`src/rtl/key_onehot_capture.sv`:
```
// Debounced 10-key capture: synchronizes raw key levels, debounces press and release,
// and publishes a single accepted key as a one-hot vector with a one-cycle valid strobe.
module key_onehot_capture #(
   parameter int unsigned DEBOUNCE_CYCLES = 500000,
   parameter bit          ACTIVE_LOW      = 1'b1
) (
   input  logic       clk,
   input  logic       rst_n,
   input  logic [9:0] key_in,
   output logic [9:0] data,
   output logic       valid,
   output logic       multi_err,
   output logic       busy,
   output logic [1:0] state_o
);

   localparam int CW = (DEBOUNCE_CYCLES > 1) ? $clog2(DEBOUNCE_CYCLES) : 1;
   localparam logic [CW-1:0] CNT_LAST = CW'(DEBOUNCE_CYCLES - 1);
   // Synchronizer reset level corresponds to "no key pressed" at the pin.
   localparam logic [9:0] IDLE_LVL = ACTIVE_LOW ? 10'h3FF : 10'h000;

   typedef enum logic [1:0] {
      IDLE     = 2'd0,
      DEBOUNCE = 2'd1,
      HOLD     = 2'd2,
      RELEASE  = 2'd3
   } state_t;

   logic [9:0]    sync1_q, sync2_q;
   logic [9:0]    pressed;
   state_t        state_q, state_d;
   logic [CW-1:0] cnt_q, cnt_d;
   logic [9:0]    snap_q, snap_d;
   logic [9:0]    data_q, data_d;
   logic          valid_q, valid_d;
   logic          merr_q, merr_d;
   logic          busy_q, busy_d;

   always_ff @(posedge clk or negedge rst_n) begin
      if (!rst_n) begin
         sync1_q <= IDLE_LVL;
         sync2_q <= IDLE_LVL;
      end else begin
         sync1_q <= key_in;
         sync2_q <= sync1_q;
      end
   end

   assign pressed = ACTIVE_LOW ? ~sync2_q : sync2_q;

   always_ff @(posedge clk or negedge rst_n) begin
      if (!rst_n) begin
         state_q <= IDLE;
         cnt_q   <= '0;
         snap_q  <= '0;
         data_q  <= '0;
         valid_q <= 1'b0;
         merr_q  <= 1'b0;
         busy_q  <= 1'b0;
      end else begin
         state_q <= state_d;
         cnt_q   <= cnt_d;
         snap_q  <= snap_d;
         data_q  <= data_d;
         valid_q <= valid_d;
         merr_q  <= merr_d;
         busy_q  <= busy_d;
      end
   end

   // Terminal compare is evaluated before the increment, so cnt never wraps.
   always_comb begin
      state_d = state_q;
      cnt_d   = cnt_q;
      snap_d  = snap_q;
      data_d  = data_q;
      valid_d = 1'b0;
      merr_d  = 1'b0;
      unique case (state_q)
         IDLE: begin
            if (pressed != '0) begin
               snap_d  = pressed;
               cnt_d   = '0;
               state_d = DEBOUNCE;
            end
         end
         DEBOUNCE: begin
            if (pressed != snap_q) begin
               state_d = IDLE;
            end else if (cnt_q == CNT_LAST) begin
               state_d = HOLD;
               if ($onehot(snap_q)) begin
                  data_d  = snap_q;
                  valid_d = 1'b1;
               end else begin
                  merr_d = 1'b1;
               end
            end else begin
               cnt_d = cnt_q + CW'(1);
            end
         end
         HOLD: begin
            if (pressed == '0) begin
               cnt_d   = '0;
               state_d = RELEASE;
            end
         end
         RELEASE: begin
            if (pressed != '0) begin
               state_d = HOLD;
            end else if (cnt_q == CNT_LAST) begin
               state_d = IDLE;
            end else begin
               cnt_d = cnt_q + CW'(1);
            end
         end
         default: state_d = IDLE;
      endcase
      busy_d = (state_d != IDLE);
   end

   assign data      = data_q;
   assign valid     = valid_q;
   assign multi_err = merr_q;
   assign busy      = busy_q;
   assign state_o   = state_q;

endmodule

```
`config.mk`:
```
export PLATFORM = sky130hd
export DESIGN_NAME = key_onehot_capture
export DESIGN_NICKNAME = d
export VERILOG_FILES = /design/src/rtl/key_onehot_capture.sv
export SDC_FILE = /design/constraint.sdc
export NUM_CORES = 1
export LEC_CHECK = 0
export CAP_MARGIN = 10
export CORE_UTILIZATION = 48
export CTS_CLUSTER_DIAMETER = 200
export DETAILED_ROUTE_END_ITERATION = 7
export PLACE_DENSITY = 0.66
export SYNTH_ARGS = -nofsm -noshare
export SYNTH_HDL_FRONTEND = slang
export SYNTH_SLANG_ARGS = --single-unit
export TNS_END_PERCENT = 20
```
`constraint.sdc`:
```
create_clock -name clk -period 9.46 [get_ports clk]
set_input_delay 1.419 -clock clk [delete_from_list [all_inputs] [get_ports clk]]
set_output_delay 1.419 -clock clk [all_outputs]
set_load 0.005 [all_outputs]
```
; ---- Word-level counts from Yosys, hierarchy flattened
; Cells that the tools add are included.
[classes]
mux = 21
div_mod_pow = 0
n_bitwise = 2
n_lt_le_gt_ge = 0
addsub = 10
eq_ne = 10
shifts = 0
reduce_logical = 7
multipliers = 0
[op_table]
columns = cell, count
row1 = $mux W19, 5
row2 = $pmux W19 S4, 1
row3 = $add A19 B1 Y19 const B, 1
row4 = $eq A19 B19 Y1 const B, 1
row5 = $mux W2, 6
row6 = $add A1 B1 Y2, 5
row7 = $logic_not A10 Y1, 1
row8 = $ne A10 B10 Y1, 1
row9 = $not A10 Y10, 1
row10 = $reduce_bool A10 Y1, 1
row11 = $mux W1, 8
row12 = $ne A2 B2 Y1 const B, 4
row13 = $pmux W2 S4, 1
row14 = $reduce_and A4 Y1, 2
row15 = $add A2 B2 Y3, 2
row16 = $add A3 B3 Y4, 1
row17 = $add A4 B2 Y4, 1
row18 = $eq A2 B2 Y1 const B, 2
row19 = $eq A4 B1 Y1 const B, 1
row20 = $eq A2 B1 Y1 const B, 1
row21 = $logic_not A2 Y1, 1
row22 = $reduce_and A2 Y1, 1
row23 = $reduce_bool A2 Y1, 1
row24 = $not A1 Y1, 1
[totals]
memories = 0
ff_bits = 64
latchBits = 0
ramBits = 0
romBits = 0
wordCells = 59
output_inout_bits = 15

; ---- Longest topological paths before layout
; Gate-level depths: netlist (run 1).
[logic_depth]
depth_word = 9
ltp_mapped = 13
depth_no_buf = 13

; ---- Worst setup path before layout (run 1)
; No wires, ideal clock.
[synth_path]
kind = flip-flop to flip-flop
startpoint = register snap_q[0]
endpoint = register data_q[0] (netlist: data[0])
path_buffers = 0
stages_incl_launch_ff = 14
t_required_ps = 9335
setup_time_ps = 125
slack_ps = 5582
arrival_ps = 3754
path_cell_list = dfrtp_1 fa_1 fa_1 inv_1 fa_1 inv_1 ha_1 inv_1 fa_1 a2111oi_0 a21o_1 nand3_1 nor2_2 mux2_2
[synth_via]
elab_chain_len = 6
[synth_rtl]
columns = item, line
row1 = "start, declared", 33  ; logic [9:0] snap_q, snap_d;
row2 = "start signal, assigned", 63  ; snap_q <= snap_d;
row3 = $add A1 B1 Y2 (not written as such), 92  ; if ($onehot(snap_q)) begin
row4 = $add A2 B2 Y3 (not written as such), 92
row5 = $add A3 B3 Y4 (not written as such), 92
row6 = $add A4 B2 Y4 (not written as such), 92
row7 = $eq A4 B1 Y1, 92
row8 = $reduce_and A4 Y1 (no line), --
row9 = "end signal, assigned", 64  ; data_q <= data_d;
row10 = "end, declared", 34  ; logic [9:0] data_q, data_d;
; Parallel ways exist; a longest one is shown, timed or not.
; A chain may end at the register's enable or synchronous reset.

; ---- Worst setup path after layout (run 1)
[layout_path]
startpoint = register snap_q[0]
endpoint = register data_q[6] (netlist: data[6])
[layout_via]
elab_chain_len = 6
[layout_rtl]
columns = item, line
row1 = $add A1 B1 Y2 (not written as such), 92
row2 = $add A2 B2 Y3 (not written as such), 92
row3 = $add A3 B3 Y4 (not written as such), 92
row4 = $add A4 B2 Y4 (not written as such), 92
row5 = $eq A4 B1 Y1, 92
row6 = $reduce_and A4 Y1 (no line) *, --
; Mark *: on every way between the ends. The rest lies on a longest branch, timed or not.

==> results.py, run 1 <==
metrics = {
    "outcome": {
        "outcome": "finished clean",
    },
    "die": {
        "core_sq_mm": 0.00564,
        "dieArea_sq_mm": 0.00633,
        "die-height_um": 79.6,
        "io_pins": 27,
        "die_w_um": 79.6,
        "row_count": 27,
        "start_util_pct": 51.2,
    },
    "power": {
        "pwr_density_cell_mw_per_mm2": 190,
        "vdd_drop_max_v": 0.000132,
        "leakagePower_nw": 1.46,
        "power_mw": 0.656,
    },
    "cts": {
        "clk_path_buf_depth": 2,
        "cts_tree": "done",
        "clk-insertion-delay-late_ns": 0.34,
        "cts_made_buffers": 9,
        "cts_resized": 0,
        "clk_pin_slew_ns": 0.07,
        "cts_hold_buf": 0,
        "root_buffer": "clkbuf_8",
        "h-tree-depth": 3,
        "cts.sinks": 64,
        "cts_setup_buffers": 0,
    },
    "drt": {
        "antenna_left": 0,
        "post_drt_wl_per_cell_um": 15.3,
        "drc": 0,
        "wirelength_mm": 5.57,
        "avgViaCountPerCell": 5.53,
        "drtIter0Drc": 145,
        "drt_pass1_iterations": 4,
        "vias": 2007,
    },
    "yosys": {
        "ys_types": 41,
        "muxShareOfSynthArea_pct": 4.94,
        "yosys.area_share.adder_pct": 5.46,
        "synth_compound_area_share_pct": 9.66,
        "ys_ff_latch": 64,
        "synth-xor-area-share_pct": 3.34,
        "synthesis.area_sq_mm": 0.00289,
        "synth_cells": 253,
        "async_flop_share_pct": 100,
        "synth_ff_type": "dfrtp_1",
        "synth_top_family_by_area": "simple AND/OR/NAND/NOR gates",
        "syn_nets": 274,
        "synth-simple-area-share_pct": 17.8,
        "ys_warn_count": 0,
        "synth_edf_count": 0,
        "synth.avg_cell_area_sq_um": 11.4,
        "seq_area_frac_synth_pct": 56.3,
    },
    "grt": {
        "grt-ovfl-total": 0,
        "grt_pass1_vias": 1884,
        "grt_use_total_pct": 20.5,
        "grt_max_degree": 65,
        "grt_pass1_wl_mm": 9.48,
        "antenna_found_initial": 0,
    },
    "hold_path": {
        "hp-class": "reg -> reg",
        "holdPathStages": 0,
        "hold_start": "sync1_q[2]$_DFF_PN1_",
    },
    "critical_path": {
        "cpPeakStageDelay_ns": 0.52,
        "crit_required_ns": 9.68,
        "crit_cells": 13,
        "critPathMaxFanout": 10,
        "rr_endpoint": "data[6]$_DFFE_PN0P_",
        "ff2ff_path_depth": 13,
        "reg2reg_slack_ns": 5.15,
        "setup.worst_path.class": "reg -> reg",
        "crit_top_cell": "fa_1",
        "cp-end-kind": "register",
        "crit_end": "data[6]$_DFFE_PN0P_",
        "r2r_start": "snap_q[0]$_DFFE_PN0P_",
        "crit_buf_inv": 3,
        "critPathLaunchType": "register",
        "cp.arrival_ns": 4.53,
        "crit_chain": "fa_1 -> fa_1 -> inv_1 -> fa_1 -> inv_1 -> ha_1 -> inv_1 -> fa_1 -> a2111oi_0 -> a21o_1 -> nand3_1 -> nor2_2 -> mux2_2",
        "startpoint": "snap_q[0]$_DFFE_PN0P_",
        "cpLargestDelayFamily": "adder cells",
        "slowest_stage": "fa_1",
    },
    "place": {
        "place_congestion": 0.834,
        "detailed_place_hpwl_mm": 3.74,
        "placedCellCount": 347,
        "io_buffers": 26,
    },
    "timing": {
        "fmax_mhz": 232,
        "final.min_clock_period_ns": 4.31,
        "setup_viol": 0,
        "finalHoldViolCount": 0,
        "rsz0062_at_grt": "no",
        "whs_ns": 0.354,
        "slew_violations": 0,
        "final.setup.tns_ns": 0,
        "skew_ns": 0.0114,
        "relSlewSlack_pct": 46.3,
        "min_period_over_period_pct": 45.5,
        "worst_slew_pin_slew_ns": 0.806,
    },
    "final_layout": {
        "layout-drive-gt1-share_pct": 18.2,
        "diodes": 0,
        "fillers": 452,
        "regArea_sq_mm": 0.00163,
        "multi_input_area_sq_mm": 0.00119,
        "final_nets": 307,
        "synthToLayoutAreaGrowth_pct": 19.5,
        "fin_cells": 363,
    },
    "run": {
        "max_cap_violations": 0,
    },
}
[worst register-to-register path, stage by stage (launching register included)]
cell,delay (ns)
dfrtp_1,0.44
fa_1,0.52
fa_1,0.51
inv_1,0.05
fa_1,0.42
inv_1,0.06
ha_1,0.15
inv_1,0.05
fa_1,0.38
a2111oi_0,0.49
a21o_1,0.14
nand3_1,0.12
nor2_2,0.46
mux2_2,0.40
[metrics by stage]
stage | setup WS [ns] | util (%) | cell area [sq um]
2_1_floorplan | 5.58 | - | 2890
3_3_place_gp | 5.38 | 57.1 | 3220
3_5_place_dp | 5.19 | 57.1 | 3220
4_1_cts | 5.19 | 61.2 | 3450
5_1_grt | 4.99 | 61.2 | 3450
6_report | 5.15 | 61.2 | 3450
[cells by family (layout without fill, tap and decap cells)]
logic type	count (synthesis)	after routing
compound gates	45	45
xor+xnor	11	11
fa+ha+maj	9	9
buf+inv	19	57
flops	64	64
mux	13	13
simple gates	92	92
[sequential cells by signal (all words and copies together) (netlist names)]
signal	count
data	10
sync1_q	10
snap_q	10
state_o	2
multi_err	1
cnt_q	19
busy	1
sync2_q	10
valid	1
[synthesized netlist by cell type (2+ instances only)]
library cell  count  area (sq um)
dfrtp_1          44          1100
nand2_1          32           120
o21ai_0          22           110
dfstp_2          20           526
inv_1            14          52.6
xnor2_1          11          96.3
mux2_2           10           113
nand3_1           9          45.0
nand4_1           8          50.1
nor2_1            8          30.0
o31ai_1           8          60.1
fa_1              6           120
a21oi_1           5          25.0
clkbuf_1          5          18.8
or4_1             5          37.5
nand2b_1          4          25.0
or3_1             4          25.0
and2_1            3          18.8
ha_1              3          37.5
mux2i_1           3          30.0
or2_2             3          18.8
nor3_1            2          10.0
nor4_1            2          12.5
nor4_4            2          42.5
o21a_1            2          15.0
o311ai_0          2          17.5
o41ai_1           2          17.5
[placed cells by master, fill, tap and decap left out, types with 9 or more instances in the layout]
cell             count
clkdlybuf4s50_1     25
mux2_2              10
nand3_1              9
dfstp_2             20
inv_1               14
clkbuf_8            10
xnor2_1             11
o21ai_0             22
dfrtp_1             44
nand2_1             32
[power by group]
group / switching (mW) / total (mW) / internal (mW)
logic: 0.0557 / 0.0984 / 0.0427
clock network: 0.106 / 0.257 / 0.151
registers: 0.0130 / 0.301 / 0.288
total: 0.175 / 0.656 / 0.481
[layout make-up]
cell class / count / area share, %
multi-input combinational: 170 / 34.5
clock inverter: 2 / 0.363
clock buffer: 14 / 6.27
timing repair buffer: 27 / 7.61
inverter: 14 / 1.52
tap: 72 / 2.61
sequential: 64 / 47.1
[how the worst min path moves through the flow]
stage | endpoint | slack [ns]
2_1_floorplan | sync2_q[0]$_DFF_PN1_ | 0.35
4_1_cts | sync2_q[2]$_DFF_PN1_ | 0.36
6_report | sync2_q[2]$_DFF_PN1_ | 0.35
3_5_place_dp | sync2_q[4]$_DFF_PN1_ | 0.35
5_1_grt | sync2_q[3]$_DFF_PN1_ | 0.36
3_3_place_gp | sync2_q[3]$_DFF_PN1_ | 0.35
[layer usage]
metal | part of all wire, % | vias up | track usage [%]
met1 | 50 | 967 | 29.9
li1 | - | 969 | -
met4 | 2.1 | 0 | 10.9
met5 | 0 | - | 0
met2 | 43 | 59 | 27.9
met3 | 4.9 | 12 | 5.03
Note: power is estimated with default switching activity, not from simulation.
==> run 2, diff against run 1 <==
==> constraint.sdc (replaced) <==
create_clock -name clk -period 4.4 [get_ports clk]
set_input_delay 0.66 -clock clk [delete_from_list [all_inputs] [get_ports clk]]
set_output_delay 0.66 -clock clk [all_outputs]
set_load 0.005 [all_outputs]
==> run 2 against run 1 <==
Against the previous run: flip-flop and latch count did not move; non-clock buffer count rose by 1; combinational power rose by 110%; setup slack got worse by 4.8 ns; critical path depth rose by 1; sequential power rose by 110%; sequential share of layout area barely moved; critical endpoint is now data[0]$_DFFE_PN0P_; fmax rose by 7.2%; largest power group unchanged; final area barely moved; critical path type unchanged; core utilization barely moved; register-to-register slack got worse by 4.8 ns.
==> results.py, run 2 (synthesized netlist as in run 1, its figures left out) <==
metrics = {
    "drt": {
        "avgViaCountPerCell": 5.52,
        "vias": 2009,
        "drtIter0Drc": 95,
        "antenna_left": 0,
        "drc": 0,
        "wirelength_mm": 5.47,
        "post_drt_wl_per_cell_um": 15.0,
        "drt_pass1_iterations": 4,
    },
    "die": {
        "row_count": 27,
        "io_pins": 27,
        "die-height_um": 79.6,
        "dieArea_sq_mm": 0.00633,
        "core_sq_mm": 0.00564,
        "die_w_um": 79.6,
        "start_util_pct": 51.2,
    },
    "cts": {
        "cts_made_buffers": 9,
        "cts_hold_buf": 0,
        "cts.sinks": 64,
        "cts_setup_buffers": 0,
        "h-tree-depth": 3,
        "cts_resized": 0,
        "clk_path_buf_depth": 2,
        "clk_pin_slew_ns": 0.07,
        "root_buffer": "clkbuf_8",
        "clk-insertion-delay-late_ns": 0.35,
        "cts_tree": "done",
    },
    "grt": {
        "antenna_found_initial": 0,
        "grt-ovfl-total": 0,
        "grt_use_total_pct": 20.2,
        "grt_pass1_wl_mm": 9.42,
        "grt_max_degree": 36,
        "grt_pass1_vias": 1988,
    },
    "power": {
        "leakagePower_nw": 1.45,
        "vdd_drop_max_v": 0.000290,
        "power_mw": 1.38,
        "pwr_density_cell_mw_per_mm2": 400,
    },
    "place": {
        "post-place-ws_ns": 0.383,
        "place_congestion": 0.844,
        "place_area_sq_mm": 0.00323,
        "detailed_place_hpwl_mm": 3.93,
        "io_buffers": 26,
        "placedCellCount": 348,
    },
    "critical_path": {
        "setup.worst_path.class": "reg -> reg",
        "slowest_stage": "fa_1",
        "cp.arrival_ns": 4.24,
        "crit_chain": "fa_1 -> fa_1 -> inv_1 -> fa_1 -> inv_1 -> ha_1 -> inv_1 -> fa_1 -> a2111oi_0 -> a21o_1 -> nand3_1 -> nor2_2 -> buf_4 -> mux2_2",
        "cpPeakStageDelay_ns": 0.52,
        "crit_top_cell": "fa_1",
        "crit_required_ns": 4.62,
        "cp-end-kind": "register",
        "critPathLaunchType": "register",
        "critPathMaxFanout": 10,
    },
    "timing": {
        "setup_viol": 0,
        "final.min_clock_period_ns": 4.02,
        "relSlewSlack_pct": 49.9,
        "fin_ws_ns": 0.383,
        "worst_slew_pin_slew_ns": 0.751,
        "finalHoldViolCount": 0,
        "whs_ns": 0.356,
        "slew_violations": 0,
        "fmax_mhz": 249,
        "min_period_over_period_pct": 91.3,
        "rsz0062_at_grt": "no",
        "final.setup.tns_ns": 0,
        "skew_ns": 0.0115,
    },
    "run": {
        "max_cap_violations": 0,
    },
    "final_layout": {
        "largest_reg_flops": 19,
        "synthToLayoutAreaGrowth_pct": 19.5,
        "final_common_cell": "dfrtp_1",
        "final_nets": 308,
        "stdcell_area_sq_mm": 0.00345,
        "layout-drive-gt1-share_pct": 18.8,
        "diodes": 0,
        "fin_cells": 364,
        "final_cell_mix": "dfrtp_1, nand2_1, clkdlybuf4s50_1",
        "fin_util_pct": 61.1,
        "regMostFlops": "cnt_q",
    },
    "outcome": {
        "outcome": "finished clean",
    },
    "hold_path": {
        "hp-class": "reg -> reg",
    },
}
==> run 2: cell types whose count changed in the layout (fill, tap and decap cells not counted) <==
cell        before  now
clkbuf_16        3    2
clkbuf_1         1    0
clkinv_4         0    2
inv_4            2    0
clkinvlp_4       0    2
buf_4            1    2
==> run 2: power breakdown <==
group / leakage (nW) / internal, mW / switching [mW] / total (mW)
logic: 0.554 / 0.0914 / 0.118 / 0.209
registers: 0.794 / 0.618 / 0.0269 / 0.645
clock network: 0.105 / 0.290 / 0.235 / 0.526
total: 1.45 / 1.00 / 0.380 / 1.38
==> run 2: layout make-up <==
type | count | area (sq um)
Clock inverter | 4 | 32.5
Sequential cell | 64 | 1630
Tap cell | 72 | 90.1
Inverter | 14 | 52.6
Multi-Input combinational cell | 170 | 1190
Timing Repair Buffer | 28 | 270
Fill cell | 474 | 2190
Clock buffer | 12 | 188
==> run 2: final timing paths <==
| check | from | endpoint | slack (ns) | depth (start not counted) |
|---|---|---|---|---|
| setup reg to reg | snap_q[0]$_DFFE_PN0P_ | data[0]$_DFFE_PN0P_ | 0.38 | 14 |
| min in group asynchronous | rst_n | cnt_q[5]$_DFFE_PN0P_ | 0.38 | 1 |
| max in group asynchronous | rst_n | sync2_q[8]$_DFF_PN1_ | 3.13 | 2 |
| setup / recovery | snap_q[0]$_DFFE_PN0P_ | data[0]$_DFFE_PN0P_ | 0.38 | 14 |
| hold / removal | sync1_q[4]$_DFF_PN1_ | sync2_q[4]$_DFF_PN1_ | 0.36 | 0 |
| hold reg to reg | sync1_q[4]$_DFF_PN1_ | sync2_q[4]$_DFF_PN1_ | 0.36 | 0 |
==> run 2: layer usage <==
metal,track usage [%],part of all wire [%],vias to the layer above,wire [um]
met2,28.3,45,35,2440
met5,0,0,-,0
met4,12.5,2.8,0,153
met1,28.8,50,999,2710
met3,3.89,2.9,12,160
li1,-,-,963,-
==> run 2: worst max-delay path: cells and delay by family (launching register included) <==
| family | cells | cell delay [ns] |
|---|---|---|
| AO/OA/AOI/OAI | 2 | 0.53 |
| adder cells (fa/ha/maj) | 5 | 2.01 |
| buffers and inverters | 4 | 0.37 |
| flip-flops | 1 | 0.43 |
| multiplexers | 1 | 0.36 |
| AND/OR/NAND/NOR | 2 | 0.22 |
==> run 3, diff against run 2 <==
==> constraint.sdc (replaced) <==
create_clock -name clk -period 4.16 [get_ports clk]
set_input_delay 0.624 -clock clk [delete_from_list [all_inputs] [get_ports clk]]
set_output_delay 0.624 -clock clk [all_outputs]
set_load 0.005 [all_outputs]
==> run 3 against run 2 <==
Against the previous run: setup slack lost 0.19 ns; largest cell class unchanged; combinational power grew 5%; critical path depth is the same; non-clock buffer count is the same.
==> results.py, run 3 (synthesized netlist as in run 1, its figures left out) <==
metrics = {
    "timing": {
        "skew_ns": 0.0121,
        "slew_violations": 0,
        "min_period_over_period_pct": 95.4,
        "finalHoldViolCount": 0,
        "final.setup.tns_ns": 0,
        "fmax_mhz": 252,
        "relSlewSlack_pct": 43.0,
        "rsz0062_at_grt": "no",
        "setup_viol": 0,
        "final.min_clock_period_ns": 3.97,
        "whs_ns": 0.356,
        "worst_slew_pin_slew_ns": 0.854,
        "fin_ws_ns": 0.190,
    },
    "drt": {
        "drt_pass1_iterations": 4,
        "drtIter0Drc": 107,
        "antenna_left": 0,
        "wirelength_mm": 5.22,
        "post_drt_wl_per_cell_um": 14.4,
        "avgViaCountPerCell": 5.52,
        "drc": 0,
        "vias": 2002,
    },
    "hold_path": {
        "holdPathStages": 0,
        "hp-class": "reg -> reg",
        "holdPathEnd": "sync2_q[4]$_DFF_PN1_",
        "hold_start": "sync1_q[4]$_DFF_PN1_",
    },
    "cts": {
        "clk_pin_slew_ns": 0.07,
        "cts_hold_buf": 0,
        "root_buffer": "clkbuf_8",
        "cts_tree": "done",
        "cts_setup_buffers": 0,
        "cts_resized": 0,
        "cts.sinks": 64,
        "clk-insertion-delay-late_ns": 0.33,
        "h-tree-depth": 3,
        "cts_made_buffers": 9,
        "clk_path_buf_depth": 2,
    },
    "critical_path": {
        "cp.arrival_ns": 4.18,
        "reg2reg_slack_ns": 0.19,
        "crit_required_ns": 4.37,
        "critPathLaunchType": "register",
        "ff2ff_path_depth": 14,
        "critPathMaxFanout": 10,
        "setup.worst_path.class": "reg -> reg",
        "r2r_start": "snap_q[5]$_DFFE_PN0P_",
        "cp-end-kind": "register",
        "rr_endpoint": "data[3]$_DFFE_PN0P_",
    },
    "power": {
        "vdd_drop_max_v": 0.000214,
        "leakagePower_nw": 1.46,
        "power_mw": 1.44,
        "pwr_density_cell_mw_per_mm2": 418,
    },
    "die": {
        "die-height_um": 79.6,
        "row_count": 27,
        "io_pins": 27,
        "dieArea_sq_mm": 0.00633,
        "start_util_pct": 51.2,
        "core_sq_mm": 0.00564,
        "die_w_um": 79.6,
    },
    "grt": {
        "antenna_found_initial": 0,
        "grt_max_degree": 41,
        "grt_pass1_wl_mm": 9.19,
        "grt_use_total_pct": 19.6,
        "grt-ovfl-total": 0,
        "grt_pass1_vias": 1899,
    },
    "final_layout": {
        "final_nets": 308,
        "stdcell_area_sq_mm": 0.00344,
        "synthToLayoutAreaGrowth_pct": 19.0,
        "fin_cells": 363,
        "final_cell_mix": "dfrtp_1, nand2_1, clkdlybuf4s50_1",
        "fin_util_pct": 60.9,
        "diodes": 0,
        "regMostFlops": "cnt_q",
        "layout-drive-gt1-share_pct": 18.6,
        "final_common_cell": "dfrtp_1",
        "largest_reg_flops": 19,
        "fillers": 461,
    },
    "run": {
        "max_cap_violations": 0,
    },
    "place": {
        "placedCellCount": 348,
        "place_area_sq_mm": 0.00323,
        "io_buffers": 26,
        "detailed_place_hpwl_mm": 3.76,
        "post-place-ws_ns": 0.228,
        "place_congestion": 0.811,
    },
    "outcome": {
        "outcome": "finished clean",
    },
}
## run 3: area by class of cell
class | count | area (sq um) | area share, %
repair buffers | 28 | 270 | 7.86
multi-input cells | 170 | 1190 | 34.6
flip-flops and latches | 64 | 1630 | 47.3
inverters | 14 | 52.6 | 1.53
well taps | 72 | 90.1 | 2.62
clock inverters | 3 | 20.0 | 0.582
clock buffers | 12 | 188 | 5.46
## run 3: worst max-delay path by stage
stage                                      from                   to  slack, ns  cells after the start
after floorplan           snap_q[0]$_DFFE_PN0P_  data[0]$_DFFE_PN0P_       0.28                     13
after global placement    snap_q[0]$_DFFE_PN0P_  data[0]$_DFFE_PN0P_       0.29                     14
after detailed placement  snap_q[0]$_DFFE_PN0P_  data[1]$_DFFE_PN0P_       0.23                     14
after CTS                 snap_q[0]$_DFFE_PN0P_  data[3]$_DFFE_PN0P_       0.20                     14
after global routing      snap_q[0]$_DFFE_PN0P_  data[3]$_DFFE_PN0P_       0.02                     14
final                     snap_q[5]$_DFFE_PN0P_  data[3]$_DFFE_PN0P_       0.19                     14
## run 3: worst max-delay path: stages (launching register included)
cell,delay [ns]
dfrtp_1,0.45
fa_1,0.53
fa_1,0.49
inv_1,0.05
fa_1,0.42
inv_1,0.07
ha_1,0.15
inv_1,0.05
fa_1,0.37
a2111oi_0,0.40
a21o_1,0.13
nand3_1,0.12
nor2_2,0.10
buf_4,0.18
mux2_2,0.35
## run 3: where the power goes
part           leakage, nW  internal [mW]  switching [mW]
combinational        0.554         0.0960           0.123
sequential           0.794          0.654          0.0289
clock                0.109          0.302           0.231
## run 3: per-layer routing
metal	routed length [um]	vias to the layer above	global-route usage (%)
li1	-	965	-
met1	2630	987	28.8
met2	2310	40	27.1
met3	198	10	4.69
met4	80	0	9.27
met5	0	-	0
